--- src/rtl/pong_pkg.sv ---
// Shared definitions for the pong engine: pixel colours, game states and
// the small typedefs used between the tick logic and the draw sequencer.
package pong_pkg;

  localparam logic [2:0] C_BG   = 3'b001;
  localparam logic [2:0] C_PAD  = 3'b010;
  localparam logic [2:0] C_BALL = 3'b111;
  localparam logic [2:0] C_RED  = 3'b100;

  typedef enum logic [2:0] {
    S_CLEAR,
    S_IDLE,
    S_PLAY,
    S_MISS,
    S_OVER
  } state_t;

  typedef struct packed {
    logic l;
    logic r;
  } btn_t;

  typedef logic tick_t;

endpackage

--- src/rtl/pong_engine_px_writer.sv ---
// Single-entry write stage towards the framebuffer arbiter: holds
// px_wr/px_addr/px_data steady while the arbiter stalls.
module px_writer #(
  parameter int AW = 15,
  parameter int DW = 3
) (
  input  logic          clk,
  input  logic          rst,
  input  logic          req_valid,
  input  logic [AW-1:0] req_addr,
  input  logic [DW-1:0] req_data,
  output logic          req_ready,
  input  logic          px_ready,
  output logic          px_wr,
  output logic [AW-1:0] px_addr,
  output logic [DW-1:0] px_data
);

  // The slot frees up when empty or when the held write commits this cycle.
  assign req_ready = !px_wr || px_ready;

  always_ff @(posedge clk) begin
    if (rst) begin
      px_wr   <= 1'b0;
      px_addr <= '0;
      px_data <= '0;
    end else if (req_ready) begin
      px_wr <= req_valid;
      if (req_valid) begin
        px_addr <= req_addr;
        px_data <= req_data;
      end
    end
  end

endmodule

--- src/rtl/pong_engine.sv ---
// Paddle-and-ball game engine: game state, tick-based motion, collisions,
// score/lives, and pixel draw sequences issued through px_writer.
module pong_engine
  import pong_pkg::*;
#(
  parameter int AW       = 15,
  parameter int DW       = 3,
  parameter int SCR_W    = 160,
  parameter int SCR_H    = 128,
  parameter int PAD_Y    = 96,
  parameter int PAD_W    = 6,
  parameter int TICK_DIV = 50000,
  parameter int LIVES    = 3
) (
  input  logic          clk,
  input  logic          rst,
  input  logic          btn_l,
  input  logic          btn_r,
  input  logic          btn_start,
  input  logic          px_ready,
  output logic          px_wr,
  output logic [AW-1:0] px_addr,
  output logic [DW-1:0] px_data,
  output logic [7:0]    score,
  output logic [2:0]    lives,
  output logic          game_over
);

  // One spare bit on coordinates so x-1 / x+1 never wrap in comparisons.
  localparam int XW = $clog2(SCR_W) + 1;
  localparam int YW = $clog2(SCR_H) + 1;
  localparam int TW = $clog2(TICK_DIV);
  localparam int SW = $clog2(PAD_W + 4);

  localparam logic [AW-1:0] PIX_LAST  = AW'(SCR_W * SCR_H - 1);
  localparam logic [XW-1:0] X_ONE     = XW'(1);
  localparam logic [XW-1:0] X_MID     = XW'(SCR_W / 2);
  localparam logic [XW-1:0] X_HI      = XW'(SCR_W - 2);
  localparam logic [XW-1:0] PAD_HI    = XW'(SCR_W - 1 - PAD_W);
  localparam logic [XW-1:0] PAD_INIT  = XW'((SCR_W - PAD_W) / 2);
  localparam logic [XW-1:0] PAD_WX    = XW'(PAD_W);
  localparam logic [YW-1:0] Y_ONE     = YW'(1);
  localparam logic [YW-1:0] Y_MID     = YW'(SCR_H / 2);
  localparam logic [YW-1:0] Y_HI      = YW'(SCR_H - 2);
  localparam logic [YW-1:0] Y_PAD     = YW'(PAD_Y);
  localparam logic [YW-1:0] Y_HIT     = YW'(PAD_Y - 1);
  localparam logic [TW-1:0] TICK_LAST = TW'(TICK_DIV - 1);
  localparam logic [SW-1:0] STEP_LAST = SW'(PAD_W + 3);

  if ((SCR_W * SCR_H > (1 << AW)) || (TICK_DIV < 32) || (LIVES < 1) || (LIVES > 7))
  begin : g_bad_params
    $error("pong_engine: illegal parameter combination");
  end

  function automatic logic [AW-1:0] pix(input logic [XW-1:0] x, input logic [YW-1:0] y);
    return AW'(y) * AW'(SCR_W) + AW'(x);
  endfunction

  function automatic logic [7:0] sat_inc(input logic [7:0] v);
    return (v == 8'hFF) ? v : v + 8'd1;
  endfunction

  state_t        state;
  logic          busy;
  logic [SW-1:0] step;
  logic [AW-1:0] clr_addr;
  logic [TW-1:0] tick_cnt;
  logic          tick_pend;
  btn_t          btn_lat;
  logic [XW-1:0] pad_x, bx, ob_x;
  logic [YW-1:0] by, ob_y;
  logic          dx_neg, dy_neg;

  tick_t         tick;
  btn_t          btn_use;
  logic [XW-1:0] pad_nxt;
  logic          at_row, hit, miss, x_wall, y_wall;

  logic          req_valid, req_ready, accept;
  logic [AW-1:0] req_addr;
  logic [DW-1:0] req_data;

  assign tick   = (state == S_PLAY) && (tick_cnt == TICK_LAST);
  assign accept = req_valid && req_ready;

  always_comb begin
    btn_use = tick ? btn_t'({btn_l, btn_r}) : btn_lat;
    pad_nxt = pad_x;
    if (btn_use.l && !btn_use.r && pad_x > X_ONE)
      pad_nxt = pad_x - X_ONE;
    else if (btn_use.r && !btn_use.l && pad_x < PAD_HI)
      pad_nxt = pad_x + X_ONE;
    // Hit window spans one pixel either side of the (already moved) paddle.
    at_row = (by == Y_HIT) && !dy_neg;
    hit    = at_row && (bx + X_ONE >= pad_nxt) && (bx <= pad_nxt + PAD_WX);
    miss   = at_row && !hit;
    x_wall = dx_neg ? (bx <= X_ONE) : (bx >= X_HI);
    y_wall = dy_neg ? (by <= Y_ONE) : (by >= Y_HI);
  end

  // Draw order: erase old ball, ball, left erase, paddle body, right erase.
  always_comb begin
    req_valid = 1'b0;
    req_addr  = '0;
    req_data  = DW'(C_BG);
    case (state)
      S_CLEAR: begin
        req_valid = 1'b1;
        req_addr  = clr_addr;
      end
      S_IDLE, S_PLAY: begin
        req_valid = busy;
        if (step == '0) begin
          req_addr = pix(ob_x, ob_y);
        end else if (step == SW'(1)) begin
          req_addr = pix(bx, by);
          req_data = DW'(C_BALL);
        end else begin
          req_addr = pix(pad_x + XW'(step) - XW'(3), Y_PAD);
          if (step != SW'(2) && step != STEP_LAST)
            req_data = DW'(C_PAD);
        end
      end
      S_MISS: begin
        req_valid = 1'b1;
        req_addr  = pix(ob_x, ob_y);
      end
      S_OVER: begin
        req_valid = busy;
        req_addr  = pix(X_MID, Y_MID);
        req_data  = DW'(C_RED);
      end
      default: ;
    endcase
  end

  always_ff @(posedge clk) begin
    if (rst) begin
      state     <= S_CLEAR;
      busy      <= 1'b0;
      step      <= '0;
      clr_addr  <= '0;
      tick_cnt  <= '0;
      tick_pend <= 1'b0;
      score     <= '0;
      lives     <= '0;
      game_over <= 1'b0;
    end else begin
      tick_cnt <= (state != S_PLAY || tick) ? '0 : tick_cnt + TW'(1);
      case (state)
        S_CLEAR: if (accept) begin
          if (clr_addr == PIX_LAST) begin
            state  <= S_IDLE;
            busy   <= 1'b1;
            step   <= '0;
            score  <= '0;
            lives  <= 3'(LIVES);
            pad_x  <= PAD_INIT;
            bx     <= X_MID;
            by     <= Y_MID;
            ob_x   <= X_MID;
            ob_y   <= Y_MID;
            dx_neg <= 1'b0;
            dy_neg <= 1'b1;
          end else begin
            clr_addr <= clr_addr + AW'(1);
          end
        end
        S_IDLE: begin
          if (busy) begin
            if (accept) begin
              busy <= (step != STEP_LAST);
              step <= step + SW'(1);
            end
          end else if (btn_start) begin
            state <= S_PLAY;
          end
        end
        S_PLAY: begin
          if (busy) begin
            if (accept) begin
              busy <= (step != STEP_LAST);
              step <= step + SW'(1);
            end
            // Only the first tick during a draw is remembered, with its buttons.
            if (tick && !tick_pend) begin
              tick_pend <= 1'b1;
              btn_lat   <= btn_t'({btn_l, btn_r});
            end
          end else if (tick || tick_pend) begin
            tick_pend <= 1'b0;
            pad_x     <= pad_nxt;
            ob_x      <= bx;
            ob_y      <= by;
            if (miss) begin
              state <= S_MISS;
              lives <= lives - 3'd1;
            end else begin
              busy <= 1'b1;
              step <= '0;
              if (hit) begin
                dy_neg <= 1'b1;
                score  <= sat_inc(score);
              end else if (y_wall) begin
                dy_neg <= ~dy_neg;
              end else begin
                by <= dy_neg ? by - Y_ONE : by + Y_ONE;
              end
              if (x_wall) dx_neg <= ~dx_neg;
              else        bx <= dx_neg ? bx - X_ONE : bx + X_ONE;
            end
          end
        end
        S_MISS: if (accept) begin
          if (lives == '0) begin
            state     <= S_OVER;
            game_over <= 1'b1;
            busy      <= 1'b1;
          end else begin
            state  <= S_PLAY;
            bx     <= X_MID;
            by     <= Y_MID;
            dy_neg <= 1'b1;
          end
        end
        S_OVER: begin
          if (busy) begin
            if (accept) busy <= 1'b0;
          end else if (btn_start) begin
            state     <= S_CLEAR;
            clr_addr  <= '0;
            game_over <= 1'b0;
          end
        end
        default: state <= S_CLEAR;
      endcase
    end
  end

  px_writer #(.AW(AW), .DW(DW)) u_px_writer (
    .clk       (clk),
    .rst       (rst),
    .req_valid (req_valid),
    .req_addr  (req_addr),
    .req_data  (req_data),
    .req_ready (req_ready),
    .px_ready  (px_ready),
    .px_wr     (px_wr),
    .px_addr   (px_addr),
    .px_data   (px_data)
  );

endmodule

--- config.mk ---
export PLATFORM = sky130hd
export DESIGN_NAME = pong_engine
export DESIGN_NICKNAME = d
export VERILOG_FILES = /design/src/rtl/pong_pkg.sv /design/src/rtl/pong_engine_px_writer.sv /design/src/rtl/pong_engine.sv
export SDC_FILE = /design/constraint.sdc
export NUM_CORES = 1
export LEC_CHECK = 0
export CORE_MARGIN = 1.5
export CORE_UTILIZATION = 55
export DETAILED_ROUTE_END_ITERATION = 16
export PLACE_DENSITY = 0.73
export SLEW_MARGIN = 20
export SYNTH_ARGS = -nofsm -noshare
export SYNTH_HDL_FRONTEND = slang
export SYNTH_SLANG_ARGS = --single-unit
--- constraint.sdc ---
create_clock -name clk -period 6.8 [get_ports clk]
set_input_delay 0.68 -clock clk [delete_from_list [all_inputs] [get_ports clk]]
set_output_delay 0.68 -clock clk [all_outputs]
set_load 0.03 [all_outputs]
After elaboration in Yosys (flattened, before gate mapping)
Index checks and enable logic that the tools add are counted.
{"block": "word_totals", "ff_bits": 118, "out_inout_bits": 31, "input_bits": 6, "elab_cells": 255}
{"block": "classes", "addsub": 17, "bitwise_logic": 3, "eq_ne": 37, "reduce_logical": 50, "mux": 117, "mul": 2, "order_cmp": 8}
{"operator": "$mux W9", "count": 17}
{"operator": "$mux W8", "count": 19}
{"operator": "$mux W15", "count": 6}
{"operator": "$pmux W15 S4", "count": 1}
{"operator": "$mux W3", "count": 18}
{"operator": "$ne A2 B2 Y1 const B", "count": 20}
{"operator": "$pmux W9 S2", "count": 2}
{"operator": "$pmux W8 S2", "count": 2}
{"operator": "$mux W1", "count": 31}
{"operator": "$add A15 B9 Y15", "count": 2}
{"operator": "$pmux W15 S2", "count": 1}
{"operator": "$reduce_and A10 Y1", "count": 3}
{"operator": "$mux W4", "count": 7}
{"operator": "$pmux W9 S3", "count": 1}
{"operator": "$pmux W8 S3", "count": 1}
{"operator": "$mul A8 B3 Y10 const B", "count": 2}
{"operator": "$add A9 B1 Y9 const B", "count": 2}
{"operator": "$reduce_and A6 Y1", "count": 3}
{"operator": "$sub A9 B1 Y9 const B", "count": 2}
{"operator": "$add A16 B1 Y16 const B", "count": 1}
{"operator": "$add A8 B1 Y8 const B", "count": 2}
{"operator": "$eq A16 B16 Y1 const B", "count": 1}
{"operator": "$reduce_and A8 Y1", "count": 2}
{"operator": "$add A14 B9 Y15 const A", "count": 1}
{"operator": "50 further kinds", "count": 87}

Longest topological paths before layout
Gate-level depths: netlist of run 1.
{"block": "depth", "word_depth": 17, "mapped_depth": 19}

By module
A second synthesis of run 1 with hierarchy kept.
{"block": "hier_totals", "cells_unflattened": 1033, "hier_area_um2": 9062.4}
{"mod": "pong_engine", "area_per_inst_um2": 8025.2, "cells_per_inst": 947, "seq_area_each_um2": 2452.4, "instances": 1}
{"mod": "px_writer", "area_per_inst_um2": 1037.2, "cells_per_inst": 86, "seq_area_each_um2": 380.4, "instances": 1}

Worst setup path after synthesis of run 1
OpenSTA, ideal clock, no wires.
{"block": "synth_timing", "kind": "reg2reg", "startpoint": "reg pad_x[5]", "endpoint": "reg bx[0], enable pin", "required_ps": 6422, "stages_incl_launch_ff": 19, "slack_ps": 1391, "arrival_time_ps": 5031, "path_cell_list": "edfxtp_1 inv_1 ha_1 nor4b_1 a31oi_2 o2111ai_1 a2111o_1 a221o_1 nand4bb_1 or3_1 xnor2_1 ha_1 o21a_1 o22ai_1 a31oi_1 o31ai_1 a31oi_1 a2111o_1 a21oi_1"}
{"block": "synth_via", "elab_chain_len": 11, "word_cells_on_any_way": 17, "classes_between": "add/sub (3); order compare (4); eq/ne (1); mux (2); reduce/logical (7)"}
{"element": "from (decl)", "line": "pong_engine.sv:70", "source": "logic [XW-1:0] pad_x, bx, ob_x;"}
{"element": "from (signal assigned)", "line": "pong_engine.sv:192", "source": "pad_x <= pad_nxt;"}
{"element": "$lt A9 B8 Y1", "line": "pong_engine.sv:91", "source": "else if (btn_use.r && !btn_use.l && pad_x < PAD_HI)"}
{"element": "$logic_and A1 B1 Y1", "line": "pong_engine.sv:91"}
{"element": "$mux W9", "line": "pong_engine.sv:91"}
{"element": "$mux W9 (*)", "line": "pong_engine.sv:89", "source": "if (btn_use.l && !btn_use.r && pad_x > X_ONE)"}
{"element": "$add A9 B3 Y9 or $ge A9 B9 Y1 (tied branches)", "line": "pong_engine.sv:95", "source": "hit = at_row && (bx + X_ONE >= pad_nxt) && (bx <= pad_nxt + PAD_WX);"}
{"element": "$le A9 B9 Y1 or $logic_and A1 B1 Y1 (tied branches)", "line": "pong_engine.sv:95"}
{"element": "$logic_and A1 B1 Y1 (*)", "line": "pong_engine.sv:95"}
{"element": "$logic_not A1 Y1 (*)", "line": "pong_engine.sv:96", "source": "miss = at_row && !hit;"}
{"element": "$logic_and A1 B1 Y1 (*)", "line": "pong_engine.sv:96"}
{"element": "$ne A2 B2 Y1 (no line) (*)"}
{"element": "$reduce_and A10 Y1 (no line) (*)"}
{"element": "to (signal assigned)", "line": "pong_engine.sv:210", "source": "else bx <= dx_neg ? bx - X_ONE : bx + X_ONE;"}
{"element": "to (decl)", "line": "pong_engine.sv:70"}
Mark *: on every way between the ends. The rest lies on a longest branch, timed or not.
A chain may end at the register's enable or synchronous reset.

Final worst setup path of run 1
{"block": "layout_timing", "startpoint": "reg pad_x[5]", "endpoint": "reg by[2], enable pin"}
{"block": "layout_via", "elab_chain_len": 11, "word_cells_on_any_way": 18, "classes_between": "add/sub (3); order compare (4); eq/ne (2); mux (2); reduce/logical (7)"}
{"element": "$lt A9 B8 Y1", "line": "pong_engine.sv:91"}
{"element": "$logic_and A1 B1 Y1", "line": "pong_engine.sv:91"}
{"element": "$mux W9", "line": "pong_engine.sv:91"}
{"element": "$mux W9 (*)", "line": "pong_engine.sv:89"}
{"element": "$add A9 B3 Y9 or $ge A9 B9 Y1 (tied branches)", "line": "pong_engine.sv:95"}
{"element": "$le A9 B9 Y1 or $logic_and A1 B1 Y1 (tied branches)", "line": "pong_engine.sv:95"}
{"element": "$logic_and A1 B1 Y1 (*)", "line": "pong_engine.sv:95"}
{"element": "$logic_not A1 Y1", "line": "pong_engine.sv:96"}
{"element": "$logic_and A1 B1 Y1", "line": "pong_engine.sv:96"}
{"element": "$ne A2 B2 Y1 (no line)"}
{"element": "$reduce_and A11 Y1 (no line) (*)"}
{"element": "to (signal assigned)", "line": "pong_engine.sv:207", "source": "by <= dy_neg ? by - Y_ONE : by + Y_ONE;"}
{"element": "to (decl)", "line": "pong_engine.sv:71", "source": "logic [YW-1:0] by, ob_y;"}
Marks and branches as above.

==> results.txt, run 1 <==
The run finished with clean final reports. The number of buffers and inverters on the critical path is 1, and the met1 routing resource usage after global routing is 36.69%. STA classifies the critical path startpoint as a register. Dividing the synthesized area by the synthesized cell count gives 8.693 um^2. The final hold violation count is 0, and the adder-cell area share of the yosys netlist is 14.44%. Once the clock tree was built, the setup fixing pass inserted 0 buffers.

The number of global-route vias before repair was 6930; the post-synthesis cell type count was 71. The synthesized-area fraction occupied by and/or/nand/nor cells is 22.06%, and the count of antenna-violating nets left after detailed routing is 0. Setup violations remaining at the end of the flow were counted as 0.

From left edge to right edge, the die measures 128.5 um. Registers take 0.002833 mm^2. The most congested layer reported by global routing was met2. In this run the count of I/O pins placed on the die edge is 37. After clock tree synthesis, the flow added hold-fix buffers numbering 0.

The delay contributed by the slowest stage of the critical path is 0.64 ns, and the count of final max-slew check failures is 0. After detailed routing, the average wire length per cell comes to 17.82 um. The most common cell in the synthesized netlist is nor2_1. Gates resized during post-CTS repair numbered 0. The top cell type by area accounts for 16.40% of the synthesized area.

Setup slack closes at 0.5754 ns. The biggest area contributor in the post-synthesis netlist is dfxtp_1. After synthesis, the share of flip-flops with an asynchronous set or reset is 0%. Counting I/O delays and the setup requirement, the final critical path takes 6.225 ns. The number of clock sinks was 118.

The tool flagged a number of max-cap violations equal to 0. The logs give 0.008667 mm^2 for the post-synthesis instance area and 0 for the leftover overflow at the end of global routing. The routed layout has 7494 vias. At the worst endpoint, the arrival time is 6.27 ns. For the maximum VDD drop, the log shows 0.0001553 V.

Input and output buffers added on the ports amount to 36. The multi-input combinational cell area came out at 0.005482 mm^2. The commonest cells after synthesis are nor2_1 (117), ha_1 (92), dfxtp_1 (71).

The kind of cell with the highest combined delay along the critical path is compound AO/OA/AOI/OAI gates. The number of cells produced by synthesis is 997. The number of antenna violations at the first check in global routing is 0. After Yosys synthesis, XOR and XNOR cells account for 9.095% of the synthesized area. Global routing consumed, on the met3 layer, 5.613% of the routing resources. In this run the static leakage power is 3.821 nW. The run gives 160.7 MHz as the highest achievable clock rate.

Required time of the critical path: 6.85 ns. For this run, the register share of the synthesized area comes to 32.68%. The pre-CTS setup slack is 0.5806 ns, and the slew at the pin closest to its max-slew limit is 1.067 ns.

For this run, design rule violations remaining after detail routing come to 0. In this run the power density over the cells is 169.5 mW/mm^2. Counting along the longest clock path gives a buffer depth of 2. For the total number of yosys warnings, the log shows 0.

The multiplexer area fraction after synthesis works out to 0.4620%. After routing, the total negative slack on setup checks comes to 0 ns. Clock tree synthesis selected as its root buffer the cell clkbuf_16. Summing the areas of all compound-gate instances in the mapped netlist gives 17.02% of the synthesized area. The clock-pin slew on the worst setup and hold paths is 0.06 ns. Synthesis produced a netlist with a net count of 1100. The number of optimization iterations in the first detailed-route pass is 6, and the signed area change from the synthesized netlist to the final layout is 12.73%. Measured against its own limit, the worst slew margin works out to 28.59%. The die is 128.5 um tall. STA classifies the critical path endpoint as a register. Setup repair after global routing left no endpoint under its margin. Dividing the detail-routed via count by the number of cells gives 6.024. The total CTS buffers is 17. TritonCTS built the clock tree. The tools report the number of fill cells as 1324. After synthesis the netlist holds a flip-flop and latch count of 118. The maximum level of the CTS H-tree was 4; the half-perimeter wire length after detailed placement was 16380 um. The initialized floorplan defines 45 standard-cell rows. Global routing consumed, over all layers together, 27.81% of the routing resources. The final layout contains routed wiring with a total length of 22170 um. Walking the worst path, the cells encountered are inv_1, ha_1, nor4b_1, a31oi_2, o2111ai_1, a21boi_0, or3_1, a21oi_1, nor4_1, xor2_1, ha_1, and3_1, nand3_1, o22ai_1, a31oi_1, o31ai_1, a31oi_1, a2111o_1, nor2_1. Routability-driven placement finished with a final weighted congestion of 0.9789. The repair_antennas step left the layout with diodes totalling 0.

The min-delay analysis places its worst path in the category reg2reg. The final layout contains 1124 nets. The final critical path takes up 91.54% of the cycle. The largest driver fanout on the critical path is 8. For the global-route wire length before repair, the log shows 35790 um. By area, the combinational part of the netlist is dominated by simple AND/OR/NAND/NOR gates. For the worst clock skew, the log shows 0.01038 ns.

The most used flip-flop cell after synthesis is dfxtp_1. For met2 alone, demand over resource in global routing was 45.92%. After synthesis, the cell types taking the most area are dfxtp_1 (16%), edfxtp_1 (16%), ha_1 (13%).

By startpoint and endpoint, the worst setup path is classified as reg2reg. The first routing iteration left 633 violations. Of the cells placed in the final design, the portion with a size suffix greater than 1 is 5.421%. The clock reaches the later pin of the worst-skew pair after 0.42 ns. Counting flops with a built-in enable in the synthesized netlist gives 47.

The tools report the area of the die as 0.01652 mm^2. The critical path's slowest cell is o31ai_1. The tools report the standard cell core area as 0.01531 mm^2. The initial cell density of the core came out at 56.59%. Entering global routing, the biggest net connects 42 pins.
[path summary, 6_finish.rpt]
kind                               start                endpoint  slack (ns)  depth (start not counted)
setup / recovery  pad_x[5]$_SDFFCE_PN0P_     by[2]$_SDFFCE_PN0P_        0.58                         19
hold / removal    tick_cnt[0]$_SDFF_PP0_  tick_cnt[0]$_SDFF_PP0_        0.44                          1
setup reg to reg  pad_x[5]$_SDFFCE_PN0P_     by[2]$_SDFFCE_PN0P_        0.58                         19
hold reg to reg   tick_cnt[0]$_SDFF_PP0_  tick_cnt[0]$_SDFF_PP0_        0.44                          1
[final cells by class]
| cell class | instances | share of cell area [%] |
|---|---|---|
| Clock buffer | 22 | 5.071 |
| Multi-Input combinational cell | 784 | 56.10 |
| Timing Repair Buffer | 45 | 4.380 |
| Tap cell | 211 | 2.702 |
| Clock inverter | 9 | 0.6403 |
| Inverter | 55 | 2.113 |
| Sequential cell | 118 | 28.99 |
[metal layers]
metal	vias to the layer above	wire length [um]
met5	-	0
met4	0	409
met3	26	1368
met2	260	10430
met1	3543	9961
li1	3665	-
[cells by family (layout without fill, tap and decap cells)]
| kind of cell | count (synthesis) | in the layout |
|---|---|---|
| AOI/OAI and AO/OA | 216 | 216 |
| xor gates and xnor gates | 90 | 90 |
| adders and majority gates | 97 | 97 |
| buffers and inverters | 95 | 131 |
| DFF | 118 | 118 |
| muxes | 4 | 4 |
| and+or+nand+nor | 377 | 377 |
[metrics by stage]
step | utilization, % | hold slack, ns | total power, mW | std cells | cell area, um^2
2_1_floorplan | - | 0.4132 | 0.7914 | 997 | 8667
3_3_place_gp | 60.11 | 0.4311 | 0.8133 | 1213 | 9205
3_5_place_dp | 60.11 | 0.4347 | 0.8138 | 1213 | 9205
4_1_cts | 63.75 | 0.4471 | 1.660 | 1244 | 9763
5_1_grt | 63.80 | 0.4714 | 1.693 | 1244 | 9771
6_report | 63.80 | 0.4433 | 1.656 | 1244 | 9771
[report_power, final]
| group | total (mW) | leakage, nW | internal, mW | switching [mW] |
|---|---|---|---|---|
| combinational | 0.0558 | 2.51 | 0.0223 | 0.0336 |
| clock | 0.857 | 0.284 | 0.517 | 0.340 |
| sequential | 0.743 | 1.03 | 0.737 | 0.00594 |
[sequential cells by signal (all words and copies together), names as in the netlist]
register	cells
tick_cnt	16
tick_pend	1
ob_y	8
dx_neg	1
btn_lat	2
ob_x	9
clr_addr	15
u_px_writer.px_wr	1
busy	1
bx	9
score	8
game_over	1
by	8
u_px_writer.px_data	3
state	3
pad_x	9
lives	3
u_px_writer.px_addr	15
dy_neg	1
step	4
[layout by cell type (no fill, tap or decap), types with 5 or more instances in the layout]
master and count:
fa_1 5, nand4_1 14, a31oi_1 7, a21oi_1 50, nor3b_1 5, edfxtp_1 47
and4_1 6, buf_4 9, and3_1 20, and2_1 16, a221oi_1 12, o21a_1 7
clkdlybuf4s50_1 36, o21bai_1 5, nor2_1 116, nor2b_1 16, o22ai_1 13, inv_4 5
clkbuf_16 18, xnor2_1 44, ha_1 92, a211oi_1 12, inv_1 55, nor3_1 24
o211ai_1 8, or2_2 6, a21o_1 13, xor2_1 46, nor4_1 6, dfxtp_1 71
o221ai_1 6, or3_1 16, nand2b_1 9, o21ai_0 33, nand2_1 65, nand3_1 38
a21boi_0 7
[worst reg2reg max path, cell delays in order, from the launching register on]
cell       delay (ns)
edfxtp_1         0.44
inv_1            0.24
ha_1             0.24
nor4b_1          0.43
a31oi_2          0.24
o2111ai_1        0.30
a21boi_0         0.21
or3_1            0.41
a21oi_1          0.42
nor4_1           0.12
xor2_1           0.17
ha_1             0.34
and3_1           0.17
nand3_1          0.08
o22ai_1          0.15
a31oi_1          0.09
o31ai_1          0.64
a31oi_1          0.17
a2111o_1         0.44
nor2_1           0.55
Note: power is estimated with default switching activity, not from simulation.
==> run 2, diff against run 1 <==
--- a/config.mk
+++ b/config.mk
@@ -9,7 +9,6 @@
 export CORE_UTILIZATION = 55
 export DETAILED_ROUTE_END_ITERATION = 16
 export PLACE_DENSITY = 0.73
-export SLEW_MARGIN = 20
 export SYNTH_ARGS = -nofsm -noshare
 export SYNTH_HDL_FRONTEND = slang
 export SYNTH_SLANG_ARGS = --single-unit
==> run 2 against run 1 <==
Clock power about the same. First-iteration DRC count down 0.16%. Critical path depth unchanged. Wire length about the same. Sequential share of layout area about the same. Setup slack better by 0.0015 ns. Non-clock buffer count unchanged. Via count about the same. Count of clock-buffer cells in the layout unchanged. Critical path type unchanged. Highest routed layer unchanged.
==> results.txt, run 2 (synthesis results as in run 1) <==
The final critical-path setup slack was 0.5769 ns (was 0.5754 ns). The fraction of layout cells with a size suffix above 1 was 5.324% (was 5.421%); the all-layer global routing usage was 27.81% (unchanged). The logs give 0.01531 mm^2 (unchanged) for the standard cell core area and 0.5806 ns (unchanged) for the pre-CTS setup slack. The total DRC errors in the routed layout came out at 0 (unchanged). For the last weighted congestion value of the routability-driven placer, the log shows 0.9789 (unchanged). The highest achievable clock rate came out at 160.7 MHz (about the same). Number of buffers and inverters on the critical path: 1 (unchanged). The register with the highest flop count is tick_cnt (unchanged). Commonest non-fill, non-tap cell in the layout: nor2_1 (unchanged).

The required time of the critical path was 6.85 ns (about the same). The type of element launching the critical path was a register (unchanged). The worst clock skew is 0.008827 ns (was 0.01038 ns).

The post-route minimum period works out to 6.223 ns (was 6.225 ns). The run gives 4 (unchanged) as the maximum level of the CTS H-tree. The slew at the pin closest to its max-slew limit came out at 1.071 ns (was 1.067 ns).

For the half-perimeter wire length after detailed placement, the log shows 16380 um (unchanged). The tools report the leakage power as 3.818 nW (was 3.821 nW). The combinational share of power is 3.4% (about the same), and the leftover overflow at the end of global routing is 0 (unchanged).

The endpoint class of the critical path was a register (unchanged). For the total CTS buffers, the log shows 17 (unchanged). Series of cell instances along the critical path: inv_1, ha_1, nor4b_1, a31oi_2, o2111ai_1, a21boi_0, or3_1, a21oi_1, nor4_1, xor2_1, ha_1, and3_1, nand3_1, o22ai_1, a31oi_1, o31ai_1, a31oi_1, a2111o_1, nor2_1 (unchanged).

The signed area change from the synthesized netlist to the final layout was 12.69% (was 12.73%). The run gives 0.3813 mW (was 0.3797 mW) as the switching power total. The delay contributed by the slowest stage of the critical path was 0.65 ns (was 0.64 ns); the multi-input combinational cell area was 0.005478 mm^2 (was 0.005482 mm^2). The number of ports placed on the die boundary came out at 37 (unchanged).

The class of the tightest hold or removal check was reg2reg (unchanged). The proportion of total power due to net switching works out to 23.00% (was 22.93%). The total negative slack was 0 ns (unchanged); the final hold violation count was 0 (unchanged).

TritonCTS built the clock tree. The tools report the area of the die as 0.01652 mm^2 (unchanged). The logs give 6.27 ns (about the same) for the endpoint arrival time on the critical path and 0 (unchanged) for the count of antenna-violating nets left after detailed routing. Biggest regs: tick_cnt (16), clr_addr (15), u_px_writer.px_addr (15) (unchanged). The tools report the number of antenna violations at the first check in global routing as 0 (unchanged).

The clock tree root driver cell was clkbuf_16 (unchanged). The run gives 0.42 ns (about the same) as the clock insertion delay at the later pin of the skew report. The critical path's slowest cell is o31ai_1 (unchanged). Count of vias placed by the detailed router: 7491 (was 7494). The tools report the power share of the sequential group as 44.8% (was 44.9%). The maximum VDD drop is 0.0001560 V (was 0.0001553 V). The flow ran to the end, and the final reports show no timing, DRC or antenna violations. The standard-cell row count was 45 (unchanged). Top library cells by usage in the layout, fill and taps aside: nor2_1 (116), ha_1 (92), dfxtp_1 (71) (unchanged). The run gives 2 (unchanged) as the maximum buffer depth of the clock tree. The flip-flop count of the largest register after layout was 16 (unchanged); the final-report setup violation count was 0 (unchanged). The average vias per placed instance works out to 6.022 (was 6.024). The clock-pin slew on the worst setup and hold paths was 0.06 ns (about the same). The number of port buffers came out at 36 (unchanged). The largest driver fanout on the critical path was 8 (unchanged); the number of global-route vias before repair was 6930 (unchanged). Setup repair after global routing left no endpoint under its margin. The initial cell density of the core came out at 56.59% (unchanged). The width of the chip came out at 128.5 um (unchanged). For the number of violations reported at the end of detailed-routing iteration 0, the log shows 632 (was 633).

The die boundary height came out at 128.5 um (unchanged). The power per unit of standard cell area was 169.7 mW/mm^2 (was 169.5 mW/mm^2); the number of inserted diodes was 0 (unchanged). The kind of critical path is reg2reg (unchanged).

The number of clock sinks was 118 (unchanged); the final period utilization was 91.52% (was 91.54%). The tools report the remaining max-slew budget at the tightest pin as 28.45% (was 28.59%). For the storage element area, the log shows 0.002833 mm^2 (unchanged). The logs give 35790 um (unchanged) for the global-route wire length before repair and 0 (unchanged) for the number of maximum-capacitance constraint violations. The pin count of the biggest net entering global routing was 42 (unchanged). The family with the most delay on the worst path is compound AO/OA/AOI/OAI gates (unchanged).

The number of fill cells was 1324 (unchanged). The clock network power share is 51.8% (was 51.7%), and the count of final max-slew check failures is 0 (unchanged). Final routed wirelength across all metal layers: 22180 um (was 22170 um). The net total in the final layout was 1124 (unchanged). The routed length per instance came out at 17.83 um (was 17.82 um). The logs give 1.276 mW (about the same) for the internal power of the cells and 0 (unchanged) for the number of buffers inserted by hold repair at cts. The run gives 5 (was 6) as the number of optimization iterations in the first detailed-route pass.
run 2: cell count changes in the layout (fill, tap and decap cells not counted):
cell      delta
o21bai_1     +1
o21bai_2     -1
run 2: final cells by class:
| class | instances | area share [%] |
|---|---|---|
| clock buffer | 22 | 5.073 |
| clock inverter | 9 | 0.6405 |
| inverter | 55 | 2.114 |
| multi-input combinational | 784 | 56.09 |
| sequential | 118 | 29.00 |
| tap | 211 | 2.703 |
| timing repair buffer | 45 | 4.381 |
run 2: repair_timing:
item / in CTS / in global routing
setup buffers: 0 / 0
gates resized for setup: 0 / 1
setup endpoints to repair: 0 / 9
run 2: power by group through the flow:
stage	sequential (mW)	combinational (mW)	clock, mW
2_1_floorplan	0.767	0.0248	0
3_3_place_gp	0.758	0.0550	0
3_5_place_dp	0.758	0.0554	0
4_1_cts	0.743	0.0555	0.861
5_1_grt	0.744	0.0609	0.889
6_report	0.743	0.0558	0.858
run 2: routing by layer:
metal	track usage, %	routed length, um
met5	0	0
met2	45.92	10360
met4	9.055	487
met3	5.613	1275
met1	36.69	10060
run 2: path summary, 6_finish.rpt:
check,start,to,slack [ns],depth (start not counted)
worst min register to register,tick_cnt[0]$_SDFF_PP0_,tick_cnt[0]$_SDFF_PP0_,0.44,1
worst max register to register,pad_x[5]$_SDFFCE_PN0P_,by[2]$_SDFFCE_PN0P_,0.58,19
worst max-delay path,pad_x[5]$_SDFFCE_PN0P_,by[2]$_SDFFCE_PN0P_,0.58,19
worst min-delay path,tick_cnt[0]$_SDFF_PP0_,tick_cnt[0]$_SDFF_PP0_,0.44,1
run 2: worst reg2reg max path: stages (launching register included):
cell	delay, ns
edfxtp_1	0.44
inv_1	0.23
ha_1	0.24
nor4b_1	0.43
a31oi_2	0.24
o2111ai_1	0.30
a21boi_0	0.20
or3_1	0.40
a21oi_1	0.42
nor4_1	0.12
xor2_1	0.17
ha_1	0.34
and3_1	0.17
nand3_1	0.08
o22ai_1	0.15
a31oi_1	0.09
o31ai_1	0.65
a31oi_1	0.17
a2111o_1	0.44
nor2_1	0.55
run 2: through the flow:
step                power (mW)  hold WS (ns)  cells  util (%)  area, um^2
finish                   1.658        0.4433   1244     63.77        9767
global route             1.693        0.4714   1244     63.77        9767
CTS                      1.660        0.4471   1244     63.75        9763
detailed placement      0.8138        0.4347   1213     60.11        9205
global placement        0.8133        0.4311   1213     60.11        9205
floorplan               0.7914        0.4132    997         -        8667
==> RTL change 1 (settings of run 1) <==
The 5 states of `state_t` get a one-hot encoding in 5 bits.
--- a/src/rtl/pong_pkg.sv
+++ b/src/rtl/pong_pkg.sv
@@ -7,12 +7,12 @@
   localparam logic [2:0] C_BALL = 3'b111;
   localparam logic [2:0] C_RED  = 3'b100;
 
-  typedef enum logic [2:0] {
-    S_CLEAR,
-    S_IDLE,
-    S_PLAY,
-    S_MISS,
-    S_OVER
+  typedef enum logic [4:0] {
+    S_CLEAR = 5'b00001,
+    S_IDLE  = 5'b00010,
+    S_PLAY  = 5'b00100,
+    S_MISS  = 5'b01000,
+    S_OVER  = 5'b10000
   } state_t;
 
   typedef struct packed {
Behaviour: no difference found for any inputs over 4 cycles, from zero or initial values and one cycle with rst high; so few cycles prove little.
==> RTL change 1 against run 1 <==
- sequential cell count grew 2
- area after synthesis grew 7.2%
- setup slack gained 0.61 ns
- routed wire length grew 6.7%
- utilization shrank 1.0 points
- critical endpoint is now bx[6]$_SDFFCE_PN1P_
- cell area grew 6.2%
- first-iteration DRC count grew 24%
- largest cell class unchanged
Power is not compared: it rests on default switching activity, and its combinational part moved more than twofold at a synthesized area within 25%.
==> RTL change 1: results (changes against run 1) <==
- Hold path depth: 1 (unchanged)
- Setup WS pre-CTS: 1.24 ns (was 0.581 ns)
- Minimum clock period: 5.62 ns (was 6.22 ns)
- Register Area: 2870 µm² (was 2830 µm²)
- Vias per inst: 6.13 (was 6.02)
- Port Buf Inserts: 36 (unchanged)
- Fillers: 1471 (was 1324)
- Synth Area in Adders: 0.135 (was 0.144)
- Comb_multi_in: 871 (was 784)
- Met3 WL: 1120 µm (was 1370 µm)
- Top sig layer: met4 (unchanged)
- Largest net degree at the start of global routing: 42 (unchanged)
- Antenna diodes: 0 (unchanged)
- DP Wirelength: 17700 µm (was 16400 µm)
- Multi-input combinational area share: 0.582 (was 0.561)
- WL/cell: 17.7 µm (was 17.8 µm)
- Vias in the first global route: 7768 (was 6930)
- Worst hold slack: 0.441 ns (was 0.443 ns)
- Sequential fraction of the synthesis area: 0.309 (was 0.327)
- Area contributors post-synth: dfxtp_1 (16%), edfxtp_1 (15%), ha_1 (12%) (was dfxtp_1 (16%), edfxtp_1 (16%), ha_1 (13%))
- Non-CTS inverters: 52 (was 55)
- Num CTS Buffers: 17 (unchanged)
- Critical R2R Launch: pad_x[6]$_SDFFCE_PN1P_ (was pad_x[5]$_SDFFCE_PN0P_)
- Post_cts resized: 0 (unchanged)
- CTS Sinks: 120 (was 118)
- Buffering overhead: 0.0413 (was 0.0438)
- DP Area: 9810 µm² (was 9210 µm²)
- Routing usage on met1: 0.365 (was 0.367)
- M3 GR Usage: 0.0494 (was 0.0561)
- Hold Startpoint: tick_cnt[0]$_SDFF_PP0_ (unchanged)
- Critical path destination: bx[6]$_SDFFCE_PN1P_ (was by[2]$_SDFFCE_PN0P_)
- Well-Tap Cells: 220 (was 211)
- GP Congestion: 0.940 (was 0.979)
- Syn Area/Cell: 8.53 µm² (was 8.69 µm²)
- Top cell types by occurrence after synthesis: nor2_1 (114), ha_1 (92), nand2_1 (85) (was nor2_1 (117), ha_1 (92), dfxtp_1 (71))
- Clk_skew: 0.00933 ns (was 0.0104 ns)
- Global-route wire length before repair: 39600 µm (was 35800 µm)
- Post-Synth XOR/XNOR Area: 0.0677 (was 0.0909)
- GRT Util Overall: 0.280 (was 0.278)
- Share of layout cells above drive strength 1: 0.0768 (was 0.0542)
- Critical Path AT: 5.75 ns (was 6.27 ns)
- Final nets: 1210 (was 1124)
- Clk tree area frac: 0.0542 (was 0.0571)
- Non-Filler Instances: 1340 (was 1244)
- Cells after DPL: 1308 (was 1213)
- Multiplexer share of the synthesized area: 0.00444 (was 0.00462)
- Initial antenna violation count: 0 (unchanged)
- Synth Area in Compound Gates: 0.198 (was 0.170)
- Metal1 wirelength: 10700 µm (was 9960 µm)
- Yosys cell types: 98 (was 71)
- Drt first pass iters: 7 (was 6)
- Worst Max-Slew Pin Slew: 1.06 ns (was 1.07 ns)
- Starting DRT DRC Count: 785 (was 633)
- Clock buffer count: 18 (was 22)
- CP Max Fanout: 9 (was 8)
- Metal2 WL: 11400 µm (was 10400 µm)
- Status: finished clean (unchanged)
- GRT met2 Usage: 0.475 (was 0.459)
## RTL change 1: logic make-up (layout without fill, tap and decap cells)
kind of cell	after synthesis	count (layout)
muxes	4	4
and+or+nand+nor	433	433
adders and majority gates	97	97
AOI/OAI and AO/OA	266	266
xor gates and xnor gates	71	71
DFF	120	120
buffers and inverters	99	129
## RTL change 1: power by group
| group | switching [µW] | internal, µW | leakage, µW |
|---|---|---|---|
| registers | 118 | 859 | 0.000995 |
| logic | 786 | 489 | 0.00259 |
| clock network | 364 | 495 | 0.000278 |
## RTL change 1: worst max-delay path, cell delays in order (launching register included)
cell and delay [ns]:
edfxtp_1 0.47, inv_1 0.22, ha_1 0.32, a21bo_2 0.25, a2111oi_1 0.71, o2111ai_1 0.25, nand2_1 0.16, o21ai_0 0.13
o21ai_0 0.25, nor3_1 0.15, xnor2_1 0.16, ha_1 0.32, a211o_1 0.32, o221a_2 0.24, o31ai_1 0.09, a22o_1 0.19
and2_1 0.29, o21ai_1 0.22, a221oi_1 0.36, buf_4 0.22
==> RTL change 2 (settings of run 1) <==
Made on the original files. The parameter `PAD_Y` goes from 96 to 48.
--- a/src/rtl/pong_engine.sv
+++ b/src/rtl/pong_engine.sv
@@ -7,7 +7,7 @@
   parameter int DW       = 3,
   parameter int SCR_W    = 160,
   parameter int SCR_H    = 128,
-  parameter int PAD_Y    = 96,
+  parameter int PAD_Y    = 48,
   parameter int PAD_W    = 6,
   parameter int TICK_DIV = 50000,
   parameter int LIVES    = 3
Behaviour: no difference found for any inputs over 4 cycles, from zero or initial values and one cycle with rst high; that may be too few to reach the edited logic, so the function may still have changed.
==> RTL change 2 against run 1 <==
- setup slack better by 0.57 ns
- cell area down 0.95%
- routed wire length down 7.7%
- clock skew rose by 0.0020 ns
- power is 0.25% higher
- highest routed layer unchanged
- sequential cell count unchanged
- critical endpoint is now bx[5]$_SDFFCE_PN0P_
- area after synthesis fell by 0.35%
==> RTL change 2: results (changes against run 1) <==
- Status: finished clean (unchanged)
- Combinational-cell power consumption: 48.6 µW (was 55.8 µW)
- CP Max Fanout: 15 (was 8)
- Vias in the first global route: 6736 (was 6930)
- Cells after DPL: 1176 (was 1213)
- Critical Path AT: 5.71 ns (was 6.27 ns)
- CP Launch Point: state[1]$_SDFFE_PP0P_ (was pad_x[5]$_SDFFCE_PN0P_)
- Clk_skew: 0.0124 ns (was 0.0104 ns)
- Critical path destination: bx[5]$_SDFFCE_PN0P_ (was by[2]$_SDFFCE_PN0P_)
- Sequential fraction of the synthesis area: 0.328 (was 0.327)
- Largest net degree at the start of global routing: 49 (was 42)
- Vias per inst: 5.91 (was 6.02)
- Crit path largest cell delay: 0.72 ns (was 0.64 ns)
- Share of layout cells above drive strength 1: 0.0752 (was 0.0542)
- Peak VDD IR: 0.171 mV (was 0.155 mV)
- Worst-Skew Late Latency: 0.44 ns (was 0.42 ns)
- Yosys cell types: 82 (was 71)
- Final nets: 1087 (was 1124)
- Syn Area/Cell: 8.92 µm² (was 8.69 µm²)
- GRT met2 Usage: 0.408 (was 0.459)
- Slowest cell on the critical path: a21oi_1 (was o31ai_1)
- DP Wirelength: 14900 µm (was 16400 µm)
- Global-route wire length before repair: 34100 µm (was 35800 µm)
- Routing usage on met1: 0.362 (was 0.367)
- Top cell types by occurrence after synthesis: nor2_1 (103), ha_1 (92), dfxtp_1 (71) (was nor2_1 (117), ha_1 (92), dfxtp_1 (71))
- M3 GR Usage: 0.0534 (was 0.0561)
- Area contributors post-synth: dfxtp_1 (16%), edfxtp_1 (16%), ha_1 (13%) (unchanged)
- GP Congestion: 0.942 (was 0.979)
- Cell family with most CP delay: simple AND/OR/NAND/NOR gates (was compound AO/OA/AOI/OAI gates)
- Net Sw Power: 397 µW (was 380 µW)
- Drt total wl: 20500 µm (was 22200 µm)
- R2R Setup Slk: 1.14 ns (was 0.58 ns)
- Starting DRT DRC Count: 597 (was 633)
[RTL change 2: through the flow]
step	setup WS [ns]	instance area (µm²)	hold slack [ns]	power [µW]	util
final	1.14	9680	0.440	1660	0.634
after global routing	0.767	9680	0.458	1710	0.634
after CTS	1.22	9680	0.444	1670	0.634
after detailed placement	1.20	9110	0.435	804	0.597
after global placement	1.36	9110	0.427	803	0.597
after floorplan	2.15	8640	0.413	786	-
[RTL change 2: cell families after synthesis]
group	share of synthesized area
fa+ha+maj	0.145
xor+xnor	0.0979
simple gates	0.203
buf+inv	0.0465
flops	0.328
mux	0.00348
compound gates	0.176
[RTL change 2: final cells by class]
type                            instances  area (µm²)
Inverter                               57         214
Tap cell                              211         264
Timing Repair Buffer                   41         393
Sequential cell                       118        2830
Clock inverter                         15         139
Multi-Input combinational cell        749        5410
Fill cell                            1290        5580
Clock buffer                           17         425
[RTL change 2: metal layers]
layer  wire [µm]  vias to the layer above
met5           0                        -
met4         395                        0
met3        1270                       30
met2        9330                      246
met1        9470                     3350
li1            -                     3508
